**src/rtl/mix_tree_pkg.sv**
```systemverilog
// Shared types and helpers for the mixing-tree sequencer.
// The optional abort input is controlled by the MIX_TREE_ABORT_EN macro in the top.
package mix_tree_pkg;

  typedef enum logic [2:0] {
    ST_IDLE  = 3'd0,
    ST_FILL  = 3'd1,
    ST_MIX   = 3'd2,
    ST_FLUSH = 3'd3,
    ST_DONE  = 3'd4
  } state_t;

  // Number of mixing levels for a tree with n leaf channels.
  function automatic int levels_of(input int n);
    return $clog2(n);
  endfunction

  // Bit index of node 0 of level k in the flat per-node valve vectors.
  function automatic int node_off(input int n, input int k);
    return n - (n >> k);
  endfunction

endpackage

```
**src/rtl/mix_tree_live.sv**
```systemverilog
// Combinational liveness tree: for every mixing node, reports whether both of
// its inputs carry fluid or exactly one of them does.
module mix_tree_live
  import mix_tree_pkg::*;
#(
  parameter int N_CH = 8
) (
  input  logic [N_CH-1:0] chan_mask,
  output logic [N_CH-2:0] both_live,
  output logic [N_CH-2:0] one_live
);

  localparam int LEVELS = levels_of(N_CH);

  // Leaves occupy [N_CH-1:0]; non-root nodes follow at N_CH + node index.
  // The root's own liveness is never consumed, so it is not stored.
  logic [2*N_CH-3:0] live;

  // Walk the tree level by level; each level only reads the one below it.
  always_comb begin
    live      = '0;
    both_live = '0;
    one_live  = '0;
    live[N_CH-1:0] = chan_mask;
    for (int k = 0; k < LEVELS; k++) begin
      for (int j = 0; j < N_CH / 2; j++) begin
        if (j < (N_CH >> (k + 1))) begin
          // Inputs of level k start at 2*N_CH - 2*(N_CH>>k) in the flat vector
          // (the leaves for k = 0, the level k-1 nodes otherwise).
          both_live[node_off(N_CH, k) + j] =
            live[2*N_CH - 2*(N_CH >> k) + 2*j] & live[2*N_CH - 2*(N_CH >> k) + 2*j + 1];
          one_live[node_off(N_CH, k) + j] =
            live[2*N_CH - 2*(N_CH >> k) + 2*j] ^ live[2*N_CH - 2*(N_CH >> k) + 2*j + 1];
          if (k < LEVELS - 1) begin
            live[N_CH + node_off(N_CH, k) + j] =
              live[2*N_CH - 2*(N_CH >> k) + 2*j] | live[2*N_CH - 2*(N_CH >> k) + 2*j + 1];
          end
        end
      end
    end
  end

endmodule

```
**src/rtl/mix_tree_sequencer.sv**
```systemverilog
// Valve sequencer for a binary mixing tree: fill the live inlets, mix level by
// level toward the root, flush the outlet, then pulse done.
// Define MIX_TREE_ABORT_EN to add the abort input (FILL/MIX jump to FLUSH).
//
//   state | meaning
//   IDLE  | waiting for a run request, start_ready high
//   FILL  | inlet valves of live channels open
//   MIX   | mix/bypass valves of the current tree level open, level 0..LEVELS-1
//   FLUSH | outlet valve open
//   DONE  | one-cycle completion pulse
module mix_tree_sequencer
  import mix_tree_pkg::*;
#(
  parameter int N_CH  = 8,
  parameter int CNT_W = 8
) (
  input  logic             clk,
  input  logic             rst,
  input  logic             start_valid,
  output logic             start_ready,
  input  logic [CNT_W-1:0] fill_time,
  input  logic [CNT_W-1:0] mix_time,
  input  logic [CNT_W-1:0] flush_time,
  input  logic [N_CH-1:0]  chan_mask,
`ifdef MIX_TREE_ABORT_EN
  input  logic             abort,
`endif
  output logic [N_CH-1:0]  inlet_valve,
  output logic [N_CH-2:0]  mix_valve,
  output logic [N_CH-2:0]  bypass_valve,
  output logic             out_valve,
  output logic             busy,
  output logic             done,
  output logic             cfg_err
);

  localparam int LEVELS = levels_of(N_CH);
  localparam int LVL_W  = $clog2(LEVELS + 1);

  state_t           state_q;
  state_t           state_d;
  logic [CNT_W-1:0] timer_q;
  logic [LVL_W-1:0] level_q;
  logic [CNT_W-1:0] mix_q;
  logic [CNT_W-1:0] flush_q;
  logic [N_CH-1:0]  mask_q;
  logic             cfg_err_q;

  logic             tc;
  logic             last_level;
  logic             accept;
  logic             abort_req;
  logic [N_CH-2:0]  both_live;
  logic [N_CH-2:0]  one_live;

  // A phase of duration d lasts max(d,1) cycles: load d-1 and end on zero.
  function automatic logic [CNT_W-1:0] eff_load(input logic [CNT_W-1:0] d);
    return (d == '0) ? '0 : d - 1'b1;
  endfunction

  assign tc         = (timer_q == '0);
  assign last_level = (level_q == LVL_W'(LEVELS - 1));
  assign accept     = (state_q == ST_IDLE) && start_valid && (chan_mask != '0);

`ifdef MIX_TREE_ABORT_EN
  assign abort_req  = abort && ((state_q == ST_FILL) || (state_q == ST_MIX));
`else
  assign abort_req  = 1'b0;
`endif

  mix_tree_live #(.N_CH(N_CH)) u_live (
    .chan_mask (mask_q),
    .both_live (both_live),
    .one_live  (one_live)
  );

  // State register.
  always_ff @(posedge clk) begin
    if (rst) state_q <= ST_IDLE;
    else     state_q <= state_d;
  end

  // Next-state decode; abort overrides the phase timer.
  always_comb begin
    state_d = state_q;
    case (state_q)
      ST_IDLE:  if (accept) state_d = ST_FILL;
      ST_FILL: begin
        if (abort_req)   state_d = ST_FLUSH;
        else if (tc)     state_d = ST_MIX;
      end
      ST_MIX: begin
        if (abort_req)               state_d = ST_FLUSH;
        else if (tc && last_level)   state_d = ST_FLUSH;
      end
      ST_FLUSH: if (tc) state_d = ST_DONE;
      ST_DONE:  state_d = ST_IDLE;
      default:  state_d = ST_IDLE;
    endcase
  end

  // Phase timer, level index, run parameters and the reject pulse.
  // The fill duration goes straight into the timer at acceptance, so it needs
  // no separate holding register.
  always_ff @(posedge clk) begin
    if (rst) begin
      timer_q   <= '0;
      level_q   <= '0;
      mix_q     <= '0;
      flush_q   <= '0;
      mask_q    <= '0;
      cfg_err_q <= 1'b0;
    end else begin
      cfg_err_q <= (state_q == ST_IDLE) && start_valid && (chan_mask == '0);
      if (accept) begin
        mask_q  <= chan_mask;
        mix_q   <= mix_time;
        flush_q <= flush_time;
        timer_q <= eff_load(fill_time);
        level_q <= '0;
      end else if ((state_d == ST_FLUSH) && (state_q != ST_FLUSH)) begin
        timer_q <= eff_load(flush_q);
      end else if ((state_d == ST_MIX) && ((state_q != ST_MIX) || tc)) begin
        timer_q <= eff_load(mix_q);
        level_q <= (state_q == ST_MIX) ? level_q + 1'b1 : '0;
      end else if (!tc) begin
        timer_q <= timer_q - 1'b1;
      end
    end
  end

  // Valve and status outputs; only the current level's node valves may open.
  always_comb begin
    inlet_valve  = '0;
    mix_valve    = '0;
    bypass_valve = '0;
    out_valve    = 1'b0;
    busy         = (state_q != ST_IDLE);
    done         = (state_q == ST_DONE);
    case (state_q)
      ST_FILL:  inlet_valve = mask_q;
      ST_FLUSH: out_valve   = 1'b1;
      ST_MIX: begin
        for (int k = 0; k < LEVELS; k++) begin
          for (int j = 0; j < N_CH / 2; j++) begin
            if ((j < (N_CH >> (k + 1))) && (level_q == LVL_W'(k))) begin
              mix_valve[node_off(N_CH, k) + j]    = both_live[node_off(N_CH, k) + j];
              bypass_valve[node_off(N_CH, k) + j] = one_live[node_off(N_CH, k) + j];
            end
          end
        end
      end
      default: ;
    endcase
  end

  assign start_ready = !busy;
  assign cfg_err     = cfg_err_q;

endmodule

```
**config.mk**
```make
export PLATFORM = sky130hd
export DESIGN_NAME = mix_tree_sequencer
export DESIGN_NICKNAME = d
export VERILOG_FILES = /design/src/rtl/mix_tree_pkg.sv /design/src/rtl/mix_tree_live.sv /design/src/rtl/mix_tree_sequencer.sv
export SDC_FILE = /design/constraint.sdc
export NUM_CORES = 1
export LEC_CHECK = 0
export CAP_MARGIN = 20
export CORE_ASPECT_RATIO = 1.25
export CORE_MARGIN = 2
export CORE_UTILIZATION = 40
export DETAILED_ROUTE_END_ITERATION = 10
export PLACE_DENSITY_LB_ADDON = 0.05
export SLEW_MARGIN = 20
export SYNTH_ARGS = -nofsm -noshare
export SYNTH_HDL_FRONTEND = slang
export SYNTH_HIERARCHICAL = 1
export SYNTH_SLANG_ARGS = --single-unit
```
**constraint.sdc**
```tcl
create_clock -name clk -period 2.79 [get_ports clk]
set_input_delay 0.558 -clock clk [delete_from_list [all_inputs] [get_ports clk]]
set_output_delay 0.558 -clock clk [all_outputs]
set_load 0.01 [all_outputs]
```
==> flow_summary.ini <==
[sta]
setup_tns_ps = 0
fin_crit_sh_pct = 94.83
hold_viol = 0
layout_min_cycle_time_ps = 2646
drv_slew = 0
max_slew_margin_pct = 54.68
setup_viol = 0
worst_slew_pin_slew_ps = 670.4
setup_slack_ps = 144.2
fin_skew_ps = 5.967
max_freq_mhz = 378.0
rsz0062_at_grt = no

[logic_synthesis]
yosysTopAreaCell = dfxtp_1
ys_async_sr_fraction_pct = 0
synth_area_per_cell_sq_um = 7.791
synth_area_sq_mm = 0.002579
netlist-cell-type-count = 56
synthFlopType = dfxtp_1
synth-edff-count = 0
yosysTopAreaCellShare_pct = 29.50
synth_nets = 387
yosys-top-cells-area = dfxtp_1 (30%), ha_1 (10%), nand2_1 (7.9%)
yosysWarningCount = 6
synth_seq_area_share_pct = 29.50
netlist_instances = 331
ys_ff_latch = 38

[cts]
cts_resized = 0
h-tree-depth = 2
cts_root_buf = clkbuf_8
post_cts_buffers = 0
clkLatencyLatePin_ps = 290
cts_sinks = 38
ctsHoldBuffers = 0
cts.clk_slew.worst_paths_ps = 80
cts_buffers = 5
cts_tree = done
cts.path.max_buffers = 2

[hold_path]
worst_hold_path_type = flop to flop
hold_start = level_q[0]

[floorplanning]
io_pins = 62
die-area_sq_mm = 0.007109
rows = 32
start_util_pct = 41.55
core_area_sq_mm = 0.006206
die_w_um = 75.82
die_h_um = 93.77

[global_routing]
grt_first_pass_wirelength_um = 11070
grt_max_degree = 23
antenna_found_initial = 0
overflow = 0
grt_pass1_vias = 2506
grt_use_total_pct = 20.03

[layout]
antenna_cells = 0
fill_cells = 607
fin_util_pct = 55.81
drive_gt1_share_pct = 10.22
synthToLayoutAreaGrowth_pct = 34.30
final_cell_mix = clkdlybuf4s50_1 (61), nand2_1 (54), dfxtp_1 (38), a21oi_1 (29), inv_1 (28)
layout_commonest_cell = clkdlybuf4s50_1
final_net_count = 456

[pwr]
finalPower_mw = 2.351
power_leakage_nw = 1.399
power_density_mw_per_mm2 = 678.8
ir_drop_v = 0.0002857

[critical_path]
cp.arrival_ps = 2090
crit_path_end_kind = primary output
required_ps = 2230
cp-start-kind = flop
cp_max_fo = 4
worstReg2RegStart = level_q[0]
criticalPathCategory = flop to primary output
cp-startpoint = mask_q[4]

[drt]
route.detailed.drc = 0
dr.pass1.iters = 4
routed_via_density = 5.245
routed_wl_um = 6592
vias = 2549
drt_iter0_drc = 84
ant_nets = 0
avgRoutedWirePerCell_um = 13.56

[status]
status = completed

[job]
drv_cap = 0

[placed_design]
dpl.hpwl_um = 5287
portBuffers = 61
place_ws_ps = 29.50
gp_congestion = 0.8353
-- cell usage after synthesis, drive strengths merged (6+ instances only) --
master   n
dfxtp   38
and2     9
inv     28
ha      21
xor2     6
nor3     8
clkbuf  12
a21oi   29
nand2   54
xnor2   13
nor2    17
o21ai    6
and3    14
o22a     9
-- worst max-delay path, stage by stage (launching register included) --
cell             delay, ps
dfxtp_1                380
inv_1                   60
ha_1                   220
ha_1                   230
inv_1                   60
ha_1                   210
and3_1                 160
clkdlybuf4s50_1        470
-- state kept, by name, indices dropped and copies added, names as in the netlist --
signal,cells
cfg_err,1
state_q,3
flush_q,8
mix_q,8
timer_q,8
level_q,2
mask_q,8
-- where the power goes --
part | leakage, nW | switching, mW | internal (mW)
clock | 0.0504 | 0.205 | 0.266
sequential | 0.312 | 0.118 | 0.642
combinational | 1.04 | 0.585 | 0.536
-- kinds of logic after synthesis --
logic type               after synthesis  share of synthesized area [%]
XOR/XNOR                              19                          6.453
multiplexers                           2                         0.8248
buffers and inverters                 43                          6.647
AO/OA/AOI/OAI                         71                          18.97
AND/OR/NAND/NOR                      137                          27.41
adder cells (fa/ha/maj)               21                          10.19
flip-flops                            38                          29.50
-- path summary, 6_finish.rpt --
kind,to,slack [ps],cells past startpoint
setup / recovery,bypass_valve[6],140,7
hold / removal,level_q[0],490,2
setup reg to reg,timer_q[1],330,7
hold reg to reg,level_q[0],490,2
-- stage by stage --
stage	instances	instance area (sq um)	hold slack, ps
4_1_cts	486	3463	490.8
3_3_place_gp	478	3349	470.0
6_report	486	3463	490.4
5_1_grt	486	3463	508.0
2_1_floorplan	331	2579	456.3
3_5_place_dp	478	3349	479.6
-- cell type report --
class,instances,area [sq um],area share (%)
Clock buffer,5,68.82,1.987
Clock inverter,3,45.04,1.301
Inverter,28,105.1,3.035
Multi-Input combinational cell,250,1647,47.54
Sequential cell,38,760.7,21.97
Tap cell,85,106.4,3.071
Timing Repair Buffer,77,730.7,21.10
-- per-layer routing --
layer	wire [um]	global-route usage (%)	up-vias
li1	-	-	1292
met2	3490	37.14	67
met3	258	3.004	14
met5	0	0	-
met4	204	8.772	0
met1	2638	21.43	1176
No activity file was read; power rests on OpenSTA's default activity.
